$ cat config.mk
export PLATFORM = sky130hd
export DESIGN_NAME = lcd_rgb_rx
export DESIGN_NICKNAME = d
export VERILOG_FILES = /design/src/rtl/lcd_rgb_rx.sv
export SDC_FILE = /design/constraint.sdc
export NUM_CORES = 1
export LEC_CHECK = 0
export BUFFER_PORTS_ARGS = -buffer_cell sky130_fd_sc_hd__buf_2
export CORE_ASPECT_RATIO = 0.9
export CORE_UTILIZATION = 60
export CTS_CLUSTER_DIAMETER = 100
export DETAILED_ROUTE_END_ITERATION = 12
export PLACE_DENSITY = 0.82
export REMOVE_ABC_BUFFERS = 1
export SYNTH_ARGS = -nofsm -noshare
export SYNTH_HDL_FRONTEND = slang
export SYNTH_SLANG_ARGS = --single-unit
$ cat constraint.sdc
create_clock -name PixelClk -period 5.4 [get_ports PixelClk]
set_input_delay 0.81 -clock PixelClk [delete_from_list [all_inputs] [get_ports PixelClk]]
set_output_delay 0.81 -clock PixelClk [all_outputs]
set_load 0.005 [all_outputs]
$ cat src/rtl/lcd_rgb_rx.sv
// RGB565 parallel LCD receiver: decodes DE/HSYNC/VSYNC into an x/y-tagged pixel
// stream, measures frame geometry and locks when it matches the expected panel.
module lcd_rgb_rx #(
  parameter int unsigned CW          = 16,
  parameter int unsigned EXP_WIDTH   = 800,
  parameter int unsigned EXP_HEIGHT  = 480,
  parameter int unsigned LOCK_FRAMES = 2,
  parameter int unsigned HTIMEOUT    = 4096
) (
  input  logic          PixelClk,
  input  logic          nRST,
  input  logic          LCD_DE,
  input  logic          LCD_HSYNC,
  input  logic          LCD_VSYNC,
  input  logic [4:0]    LCD_R,
  input  logic [5:0]    LCD_G,
  input  logic [4:0]    LCD_B,
  output logic          pix_valid,
  output logic [15:0]   pix_rgb,
  output logic [CW-1:0] pix_x,
  output logic [CW-1:0] pix_y,
  output logic          sof,
  output logic          eol,
  output logic [CW-1:0] meas_width,
  output logic [CW-1:0] meas_height,
  output logic [CW-1:0] meas_htotal,
  output logic [CW-1:0] meas_lines,
  output logic          locked,
  output logic          err_geom
);

  localparam int unsigned TW = $clog2(HTIMEOUT + 1);
  localparam int unsigned GW = $clog2(LOCK_FRAMES + 1);

  typedef enum logic [1:0] {SEARCH, CHECK, LOCKED} state_t;

  function automatic logic [CW-1:0] sat_inc(input logic [CW-1:0] v);
    return (v == '1) ? v : v + CW'(1);
  endfunction

  logic          r_a_de, r_a_hs, r_a_vs, r_b_de, r_b_hs, r_b_vs;
  logic [15:0]   r_a_rgb, r_b_rgb;
  logic [CW-1:0] r_xcnt, r_ycnt, r_rows, r_lines, r_hcnt;
  logic [TW-1:0] r_tcnt;
  logic [GW-1:0] r_good_cnt;
  logic          r_line_bad;
  state_t        r_state;

  logic          w_hfall, w_vfall, w_defall, w_valid, w_timeout, w_frame_good;
  logic [CW-1:0] w_wlen;
  logic [GW-1:0] w_gnext;

  assign w_hfall      = r_b_hs & ~r_a_hs;
  assign w_vfall      = r_b_vs & ~r_a_vs;
  assign w_defall     = r_b_de & ~r_a_de;
  assign w_valid      = r_b_de && (r_state != SEARCH);
  assign w_wlen       = sat_inc(r_xcnt);
  assign w_timeout    = !w_hfall && (r_tcnt == TW'(HTIMEOUT - 1));
  assign w_gnext      = r_good_cnt + GW'(1);
  assign w_frame_good = (32'(meas_width) == EXP_WIDTH) && (32'(r_rows) == EXP_HEIGHT) && !r_line_bad;

  always_ff @(posedge PixelClk or negedge nRST) begin
    if (!nRST) begin
      {r_a_de, r_a_hs, r_a_vs, r_b_de, r_b_hs, r_b_vs} <= '0;
      r_a_rgb <= '0;
      r_b_rgb <= '0;
    end else begin
      r_a_de  <= LCD_DE;
      r_a_hs  <= LCD_HSYNC;
      r_a_vs  <= LCD_VSYNC;
      r_a_rgb <= {LCD_R, LCD_G, LCD_B};
      r_b_de  <= r_a_de;
      r_b_hs  <= r_a_hs;
      r_b_vs  <= r_a_vs;
      r_b_rgb <= r_a_rgb;
    end
  end

  // Pixel stream: r_xcnt/r_ycnt hold the coordinate of the pixel now in stage B.
  always_ff @(posedge PixelClk or negedge nRST) begin
    if (!nRST) begin
      pix_valid <= 1'b0;
      pix_rgb   <= '0;
      pix_x     <= '0;
      pix_y     <= '0;
      sof       <= 1'b0;
      eol       <= 1'b0;
      r_xcnt    <= '0;
      r_ycnt    <= '0;
    end else begin
      pix_valid <= w_valid;
      pix_rgb   <= w_valid ? r_b_rgb : '0;
      eol       <= w_valid && !r_a_de;
      sof       <= w_valid && (r_xcnt == '0) && (r_ycnt == '0);
      if (r_b_de) begin
        pix_x  <= r_xcnt;
        pix_y  <= r_ycnt;
        r_xcnt <= w_wlen;
      end else begin
        r_xcnt <= '0;
      end
      if (w_vfall)       r_ycnt <= '0;
      else if (w_defall) r_ycnt <= sat_inc(r_ycnt);
    end
  end

  // vfall is handled after de_fall/hfall so a coincident hfall opens the new frame.
  always_ff @(posedge PixelClk or negedge nRST) begin
    if (!nRST) begin
      meas_width  <= '0;
      meas_height <= '0;
      meas_htotal <= '0;
      meas_lines  <= '0;
      r_rows      <= '0;
      r_lines     <= '0;
      r_hcnt      <= '0;
      r_tcnt      <= '0;
      r_line_bad  <= 1'b0;
    end else begin
      if (w_defall) begin
        meas_width <= w_wlen;
        r_rows     <= sat_inc(r_rows);
        if ((r_rows != '0) && (w_wlen != meas_width)) r_line_bad <= 1'b1;
      end
      if (w_hfall) begin
        meas_htotal <= r_hcnt;
        r_hcnt      <= CW'(1);
        r_tcnt      <= '0;
        r_lines     <= sat_inc(r_lines);
      end else begin
        r_hcnt <= sat_inc(r_hcnt);
        if (r_tcnt != TW'(HTIMEOUT - 1)) r_tcnt <= r_tcnt + TW'(1);
      end
      if (w_vfall) begin
        meas_height <= r_rows;
        meas_lines  <= r_lines;
        r_rows      <= '0;
        r_line_bad  <= 1'b0;
        r_lines     <= w_hfall ? CW'(1) : '0;
      end
    end
  end

  always_ff @(posedge PixelClk or negedge nRST) begin
    if (!nRST) begin
      r_state    <= SEARCH;
      r_good_cnt <= '0;
      locked     <= 1'b0;
      err_geom   <= 1'b0;
    end else begin
      err_geom <= 1'b0;
      if (w_timeout) begin
        r_state    <= SEARCH;
        r_good_cnt <= '0;
        locked     <= 1'b0;
      end else if (w_vfall) begin
        case (r_state)
          SEARCH: begin
            r_state    <= CHECK;
            r_good_cnt <= '0;
          end
          CHECK: begin
            if (!w_frame_good) begin
              r_good_cnt <= '0;
            end else if (w_gnext == GW'(LOCK_FRAMES)) begin
              r_state    <= LOCKED;
              r_good_cnt <= '0;
              locked     <= 1'b1;
            end else begin
              r_good_cnt <= w_gnext;
            end
          end
          LOCKED: begin
            if (!w_frame_good) begin
              r_state    <= CHECK;
              r_good_cnt <= '0;
              locked     <= 1'b0;
              err_geom   <= 1'b1;
            end
          end
          default: r_state <= SEARCH;
        endcase
      end
    end
  end

endmodule

# Word-level counts from Yosys, hierarchy flattened
# Cells that the tools add are included.
# totals
rom_bits	0
input_bits	21
n_memories	0
mem_bits_rw	0
elab_cells	134
latch_bits	0
regBits	253
out_inout_bits	117
# classes
add_sub_neg	7
n_bitwise	6
n_mux	42
n_eq_ne	20
shifts	0
n_mul	0
div_mod_pow	0
magnitude_cmp	0
n_reduce_logical	30
# ops
op	n
16-bit 2-to-1 mux	14
16-bit by 1-bit adder with 16-bit output, second input constant	5
16-bit == test, second input constant	5
16-bit logical NOT	2
13-bit 2-to-1 mux	2
2-bit 2-to-1 mux	10
16-bit by 10-bit == test with 1-bit output, second input constant	1
16-bit by 9-bit == test with 1-bit output, second input constant	1
16-bit != test	1
16-bit nonzero test	1
13-bit by 1-bit adder with 13-bit output, second input constant	1
13-bit by 12-bit == test with 1-bit output, second input constant	1
1-bit 2-to-1 mux	13
13-bit by 12-bit != test with 1-bit output, second input constant	1
2-bit case mux with 3 select lines	2
2-bit nonzero test	6
3-bit != test, second input constant	3
1-bit logical AND	8
2-bit != test, second input constant	4
2-bit AND reduction	4
5-bit AND reduction	1
2-bit == test, second input constant	2
4-bit AND reduction	1
4-bit nonzero test	1
other kinds (9)	15

# Longest topological paths before layout
# Gate-level depths: netlist (run 1).
# depth
ltp_word	7
mapped_depth	9
mapped_depth_nobuf	9

# Worst setup path before layout (run 1)
# Ideal clock, no wire load.
# synth_timing
kind	register to register
startpoint	reg r_xcnt[0]
endpoint	reg r_line_bad
t_arrival_ns	2.140
setup_slack_ns	3.125
t_required_ns	5.264
stages_incl_launch_ff	9
path_buffers	0
synth_period_minus_slack_ns	2.275
path_cell_list	dfrtp_1 ha_1 nand4_2 a2111oi_2 xnor2_1 nor2_1 a2111oi_0 and4b_1 a31oi_1
# synth_between
elab_chain_len	6
elab_cells_between_ends	7
classes_between	add/sub (1); eq/ne (2); mux (1); reduce/logical (3)
# synth_rtl
element	line	rtl
start, declared	43	logic [CW-1:0] r_xcnt, r_ycnt, r_rows, r_lines, r_hcnt;
start signal, assigned	98	r_xcnt <= w_wlen;
16-bit by 1-bit adder with 16-bit output / 16-bit == test (equally long branches)	38	return (v == '1) ? v : v + CW'(1);
16-bit 2-to-1 mux *	38	
16-bit != test *	123	if ((r_rows != '0) && (w_wlen != meas_width)) r_line_bad <= 1'b1;
1-bit logical AND *	123	
2-bit nonzero test (no source line) *	--	
2-bit AND reduction (no source line) *	--	
end signal, assigned	118	r_line_bad <= 1'b0;
end signal, assigned	123	
end signal, assigned	138	r_line_bad <= 1'b0;
end, declared	46	logic r_line_bad;
# Mark *: on every way between the ends. The rest lies on a longest branch, timed or not.
# A chain may end at the register's enable or synchronous reset.

# Worst setup path after layout (run 1)
# layout_timing
startpoint	reg r_a_de
endpoint	reg r_ycnt[15]
# layout_between
elab_chain_len	4
# layout_rtl
element	line	rtl
start, declared	41	logic r_a_de, r_a_hs, r_a_vs, r_b_de, r_b_hs, r_b_vs;
start signal, assigned	64	{r_a_de, r_a_hs, r_a_vs, r_b_de, r_b_hs, r_b_vs} <= '0;
start signal, assigned	68	r_a_de <= LCD_DE;
1-bit inverter	55	assign w_defall = r_b_de & ~r_a_de;
1-bit bitwise AND	55	
2-bit nonzero test (no source line)	--	
2-bit AND reduction (no source line)	--	
end signal, assigned	103	else if (w_defall) r_ycnt <= sat_inc(r_ycnt);
end, declared	43	
# No other way between the ends.

==> results of run 1 <==
## cell families after synthesis
group	after synthesis
muxes	40
xor gates and xnor gates	75
DFF	253
buffers and inverters	61
AOI/OAI and AO/OA	102
and+or+nand+nor	474
adders and majority gates	9
## power by group through the flow
| stage | Combinational (W) | Clock (W) | Sequential [W] |
|---|---|---|---|
| after floorplan | 0.000171 | 0 | 0.00210 |
| after global placement | 0.000310 | 0 | 0.00211 |
| after detailed placement | 0.000319 | 0 | 0.00211 |
| after CTS | 0.000323 | 0.00172 | 0.00208 |
| after global routing | 0.000364 | 0.00180 | 0.00209 |
| final | 0.000318 | 0.00170 | 0.00208 |
## worst reg2reg max path, stage by stage, from the launching register on
cell	delay, ns
dfrtp_1	0.38
nand2b_1	0.70
nor4_1	0.71
nand2_1	0.26
or3_1	0.37
a21oi_1	0.14
## routing by layer
metal / vias to the layer above / track usage (%) / wire length (µm) / share of wire [%]
met5: - / 0 / 0 / 0
met4: 0 / 6.51 / 440 / 1.9
met3: 39 / 4.51 / 1320 / 5.8
met2: 225 / 39.0 / 10400 / 45
met1: 3892 / 37.1 / 10700 / 47
li1: 3720 / - / - / -
## worst paths after layout
kind                            slack, ns             to  cells past startpoint         from
max in group asynchronous            3.88  meas_lines[8]                      2         nRST
worst min register to register       0.33    r_b_rgb[13]                      0  r_a_rgb[13]
worst max-delay path                 2.78     r_ycnt[15]                      5       r_a_de
min in group PixelClk                0.33    r_b_rgb[13]                      0  r_a_rgb[13]
worst min-delay path                 0.33      pix_y[12]                      1         nRST
worst max register to register       2.78     r_ycnt[15]                      5       r_a_de
## layout make-up
class                   count  share of cell area, %
clock inverters            11                  0.693
well taps                 240                   2.41
flip-flops and latches    253                   50.8
inverters                  18                  0.543
repair buffers            143                   6.05
clock buffers              34                   5.78
multi-input cells         700                   33.7
## per-stage QoR
step | instances | hold slack, ns | total power (W) | setup slack [ns] | instance area (µm²)
global placement | 1354 | 0.331 | 0.00242 | 2.88 | 11600
CTS | 1399 | 0.332 | 0.00412 | 2.79 | 12500
finish | 1399 | 0.329 | 0.00410 | 2.78 | 12500
detailed placement | 1354 | 0.335 | 0.00243 | 2.80 | 11600
global route | 1399 | 0.336 | 0.00425 | 2.45 | 12500
floorplan | 971 | 0.331 | 0.00227 | 1.91 | 10600
## cell usage in the layout (no fill, tap or decap), types with 8 or more instances in the layout
| cell | synthesis | routed |
|---|---|---|
| dfrtp_1 | 253 | 253 |
| o21ai_0 | 37 | 37 |
| or3_1 | 13 | 13 |
| mux2_2 | 34 | 34 |
| nor2_1 | 96 | 96 |
| nand3_1 | 39 | 39 |
| inv_1 | 18 | 18 |
| nand4_1 | 27 | 27 |
| nand2_1 | 193 | 193 |
| ha_1 | 9 | 9 |
| clkinv_2 | 0 | 8 |
| and4_1 | 9 | 9 |
| clkbuf_16 | 0 | 25 |
| nor4_1 | 14 | 14 |
| xnor2_1 | 33 | 33 |
| and2_1 | 20 | 20 |
| and3_1 | 12 | 12 |
| nor3_1 | 15 | 15 |
| a31oi_1 | 11 | 11 |
| a21oi_1 | 20 | 20 |
| buf_2 | 9 | 136 |
| xor2_1 | 41 | 41 |
==> results_dict.tcl, run 1 <==
set metrics [dict create \
    synthFlopType "dfrtp_1" \
    ctsResizeCount 0 \
    power_density_nw_per_um2 329 \
    endpoint_kind "flop" \
    worstPathMaxFanout 33 \
    die_w_um 143 \
    ys_seq_area_share_pct 58.8 \
    pwr-share-seq_pct 50.8 \
    synth_top_family_by_area "simple AND/OR/NAND/NOR gates" \
    crit_chain "nand2b_1 -> nor4_1 -> nand2_1 -> or3_1 -> a21oi_1" \
    p_switching_w 0.000992 \
    io_pins 138 \
    dpl.hpwl_um 15100 \
    register_area_um2 6330 \
    synth_top_cell_by_area "dfrtp_1" \
    cts_buffers 25 \
    fin_skew_ns 0.0205 \
    synthMuxAreaShare_pct 4.12 \
    yosysUniqueCellTypes 60 \
    setup_violations 0 \
    pwr-share-comb_pct 7.8 \
    tritoncts "done" \
    grt_pass1_wl_um 36800 \
    clkPwrFrac_pct 41.5 \
    dr.pass1.iters 5 \
    yosys.cell_count.top_type "dfrtp_1" \
    grt_max_degree 117 \
    fin_util_pct 70.7 \
    routabilityCongestion 0.957 \
    area_delta_synth_final_pct 15.7 \
    clk_latency_ns 0.52 \
    power.leakage_nw 6.20 \
    grt.total_usage_pct 25.2 \
    via_count 7876 \
    h-tree-depth 1 \
    drive_gt1_share_pct 20.8 \
    ant_nets 0 \
    synthAdderAreaFrac_pct 1.05 \
    synth_cells 1014 \
    yosysWarnings 0 \
    synthXorXnorAreaFrac_pct 6.23 \
    nets 1171 \
    async_flop_share_pct 100 \
    vias_per_cell 5.63 \
    synth-seq-cells 253 \
    antennaDiodeCount 0 \
    slew_headroom_pct 20.9 \
    irDropWorstVdd_mv 0.248 \
    post-route-drc-count 0 \
    min_path_type "input port to asynchronous set/reset pin" \
    dieArea_um2 18500 \
    clk_pin_slew_ns 0.06 \
    clockBufferDepth 3 \
    worst_slew_pin_slew_ns 1.19 \
    slew_violations 0 \
    final.setup.tns_ns 0 \
    crit_path_top_delay_cell "nor4_1" \
    routed_wl_um 22900 \
    crit_path_start_kind "flop" \
    worst_ep_arrival_time_ns 3.07 \
    grt_pass1_vias 7247 \
    cts_sinks 253 \
    synth-simple-area-share_pct 21.2 \
    rsz0062_at_grt "no" \
    p_int_w 0.00310 \
    finalCritPeriodShare_pct 48.5 \
    hold_viol_final 0 \
    fin_crit_ns 2.62 \
    slowest_delay_ns 0.71 \
    outcome "finished, final reports clean" \
    die_h_um 129 \
    critPathKind "flop to flop" \
    drv_cap 0 \
    wire_per_inst_um 16.4 \
    fillers 1357 \
    avgSynthCellArea_um2 10.6 \
    critPathRequiredTime_ns 5.85 \
    yosysTopAreaCellShare_pct 58.8 \
    cts_setup_buffers 0 \
    synth_area_um2 10800 \
    cp_top_family "simple AND/OR/NAND/NOR gates" \
    initial_core_util_pct 61.1 \
    core_area_um2 17600 \
    synth.area.top_cells "dfrtp_1 59%, nand2_1 6.7%, mux2_2 3.6%" \
    grt-ovfl-total 0 \
    cp.buffers_inverters 0 \
    antenna_found_initial 0 \
    first_iter_violations 517 \
    p_sw_share_pct 24.2 \
    synth-compound-area-share_pct 6.24 \
    numPortBuffers 137 \
    root_buffer "clkbuf_16" \
    max_freq_mhz 382 \
    ctsHoldBuffers 0 \
    synth_edf_count 0 \
    rows 46 \
    multi_input_area_um2 4190 \
    synth_commonest_cells "253 x dfrtp_1, 193 x nand2_1, 96 x nor2_1, 41 x xor2_1, 39 x nand3_1" \
]
(Power assumes the default switching activity.)
==> run 2: changes to the inputs <==
--- a/config.mk
+++ b/config.mk
@@ -7,10 +7,10 @@
 export LEC_CHECK = 0
 export BUFFER_PORTS_ARGS = -buffer_cell sky130_fd_sc_hd__buf_2
 export CORE_ASPECT_RATIO = 0.9
-export CORE_UTILIZATION = 60
+export CORE_UTILIZATION = 58
 export CTS_CLUSTER_DIAMETER = 100
 export DETAILED_ROUTE_END_ITERATION = 12
-export PLACE_DENSITY = 0.82
+export PLACE_DENSITY = 0.8
 export REMOVE_ABC_BUFFERS = 1
 export SYNTH_ARGS = -nofsm -noshare
 export SYNTH_HDL_FRONTEND = slang
==> constraint.sdc (replaced) <==
create_clock -name PixelClk -period 2.5 [get_ports PixelClk]
set_input_delay 0.375 -clock PixelClk [delete_from_list [all_inputs] [get_ports PixelClk]]
set_output_delay 0.375 -clock PixelClk [all_outputs]
set_load 0.005 [all_outputs]
==> run 2 against run 1 <==
  * Final area increased by 4.7%
  * First-iteration DRC count decreased by 14%
  * Die area increased by 3.4%
  * Combinational power increased by 130%
  * Critical path type unchanged
  * Largest cell class unchanged
==> results_dict.tcl, run 2 (synthesis results as in run 1) <==
set metrics [dict create \
    dieArea_um2 19100 \
    fillers 1245 \
    placed_cell_area_um2 11900 \
    hold_viol_final 0 \
    dr.pass1.iters 5 \
    routed_wl_um 24100 \
    worstPathMaxFanout 6 \
    setup_violations 0 \
    rsz0062_at_grt "no" \
    crit_path_top_delay_cell "or3_1" \
    fin_crit_ns 2.33 \
    area_delta_synth_final_pct 21.2 \
    layout_common_cells "251 x dfrtp_1, 193 x nand2_1, 136 x buf_2" \
    slew_headroom_pct 51.2 \
    finalCritPeriodShare_pct 93.4 \
    cp_top_family "simple AND/OR/NAND/NOR gates" \
    fin_skew_ns 0.0144 \
    die_h_um 131 \
    dpl.hpwl_um 16200 \
    multi_input_area_um2 4230 \
    p_int_w 0.00705 \
    outcome "finished, final reports clean" \
    die_w_um 146 \
    nets 1224 \
    crit_chain "ha_2 -> buf_4 -> nand2_1 -> or3_1 -> nand4_1 -> xor2_1 -> a22oi_1 -> and4_1 -> a31oi_1" \
    ant_nets 0 \
    pwr-share-seq_pct 48.7 \
    clk_latency_ns 0.52 \
    routabilityCongestion 0.954 \
    slowest_delay_ns 0.44 \
    power_density_nw_per_um2 707 \
    io_pins 138 \
    min_path_type "flop to flop" \
    cts_setup_buffers 0 \
    crit_path_start_kind "flop" \
    endpoint_kind "flop" \
    vias_per_cell 5.52 \
    design_area_um2 13000 \
    timing.hold.ws_ns 0.347 \
    antennaDiodeCount 0 \
    grt.total_usage_pct 26.0 \
    cp.buffers_inverters 1 \
    cts_buffers 25 \
    grt_pass1_wl_um 40400 \
    first_iter_violations 443 \
    p_sw_share_pct 23.5 \
    numPortBuffers 137 \
    core_area_um2 17900 \
    rows 46 \
    drv_cap 0 \
    grt_max_degree 67 \
    clkPwrFrac_pct 43.3 \
    root_buffer "clkbuf_16" \
    final_common_cell "dfrtp_1" \
    worst_slew_pin_slew_ns 0.725 \
    worst_ep_arrival_time_ns 2.78 \
    final.setup.tns_ns 0 \
    total_power_w 0.00922 \
    slew_violations 0 \
    critPathRequiredTime_ns 2.95 \
    irDropWorstVdd_mv 0.648 \
    tritoncts "done" \
    clockBufferDepth 3 \
    p_switching_w 0.00217 \
    initial_core_util_pct 60.1 \
    via_count 8008 \
    critPathKind "flop to flop" \
    register_area_um2 6330 \
    power.leakage_nw 6.49 \
    grt-ovfl-total 0 \
    pwr-share-comb_pct 8.0 \
    clk_pin_slew_ns 0.07 \
    cts_sinks 253 \
    grt_pass1_vias 7803 \
    antenna_found_initial 0 \
    wire_per_inst_um 16.6 \
    max_freq_mhz 428 \
    drive_gt1_share_pct 23.0 \
    post-route-drc-count 0 \
    h-tree-depth 1 \
]
[run 2: cell types whose count changed in the layout (fill, tap and decap cells not counted), moves of 2 or more]
| cell | previous run | this run |
|---|---|---|
| clkinv_2 | 8 | 4 |
| dfrtp_1 | 253 | 251 |
| buf_4 | 5 | 36 |
| dfrtp_2 | 0 | 2 |
| buf_12 | 1 | 3 |
| bufinv_16 | 1 | 4 |
| dlygate4sd3_1 | 0 | 20 |
[run 2: stage by stage]
step	util (%)	setup slack, ns	instances
3_5_place_dp	66.6	0.166	1387
2_1_floorplan	-	-0.995	971
5_1_grt	72.9	0.00906	1452
3_3_place_gp	66.6	0.185	1387
6_report	72.9	0.166	1452
4_1_cts	72.6	0.146	1452
[run 2: path summary, 6_finish.rpt]
path,slack [ns],depth (start not counted),to,startpoint
min,0.35,0,r_b_rgb[2],r_a_rgb[2]
max in group asynchronous,1.35,3,r_hcnt[7],nRST
min in group asynchronous,0.39,2,pix_y[12],nRST
min reg2reg,0.35,0,r_b_rgb[2],r_a_rgb[2]
max,0.17,9,r_line_bad,r_xcnt[1]
max reg2reg,0.17,9,r_line_bad,r_xcnt[1]
[run 2: area by class of cell]
type | instances | area share (%)
tap | 240 | 2.30
clock buffer | 34 | 5.52
sequential | 253 | 48.6
inverter | 18 | 0.518
multi-input combinational | 700 | 32.4
timing repair buffer | 196 | 9.40
clock inverter | 11 | 1.26
[run 2: timing repair]
action,in CTS,in global routing
gates resized for setup,0,9
endpoints found under the hold margin,80,0
hold buffers,20,0
setup endpoints to repair,0,1
[run 2: power groups by stage]
stage | logic, W | clock network (W) | registers [W]
3_5_place_dp | 0.000719 | 0 | 0.00455
6_report | 0.000740 | 0.00399 | 0.00449
3_3_place_gp | 0.000695 | 0 | 0.00455
4_1_cts | 0.000754 | 0.00405 | 0.00448
5_1_grt | 0.000844 | 0.00422 | 0.00451
2_1_floorplan | 0.000370 | 0 | 0.00453
[run 2: per-layer routing]
| metal | track usage (%) | part of all wire, % | vias to the layer above |
|---|---|---|---|
| met5 | 0 | 0 | - |
| met4 | 5.50 | 2.0 | 0 |
| met3 | 3.65 | 5.2 | 40 |
| met2 | 42.1 | 47 | 221 |
| met1 | 37.9 | 46 | 3930 |
| li1 | - | - | 3817 |
[run 2: worst register-to-register path, cell delays in order, from the launching register on]
cell and delay (ns):
dfrtp_1 0.42, ha_2 0.24, buf_4 0.15, nand2_1 0.13, or3_1 0.44, nand4_1 0.17, xor2_1 0.25, a22oi_1 0.12
and4_1 0.22, a31oi_1 0.12
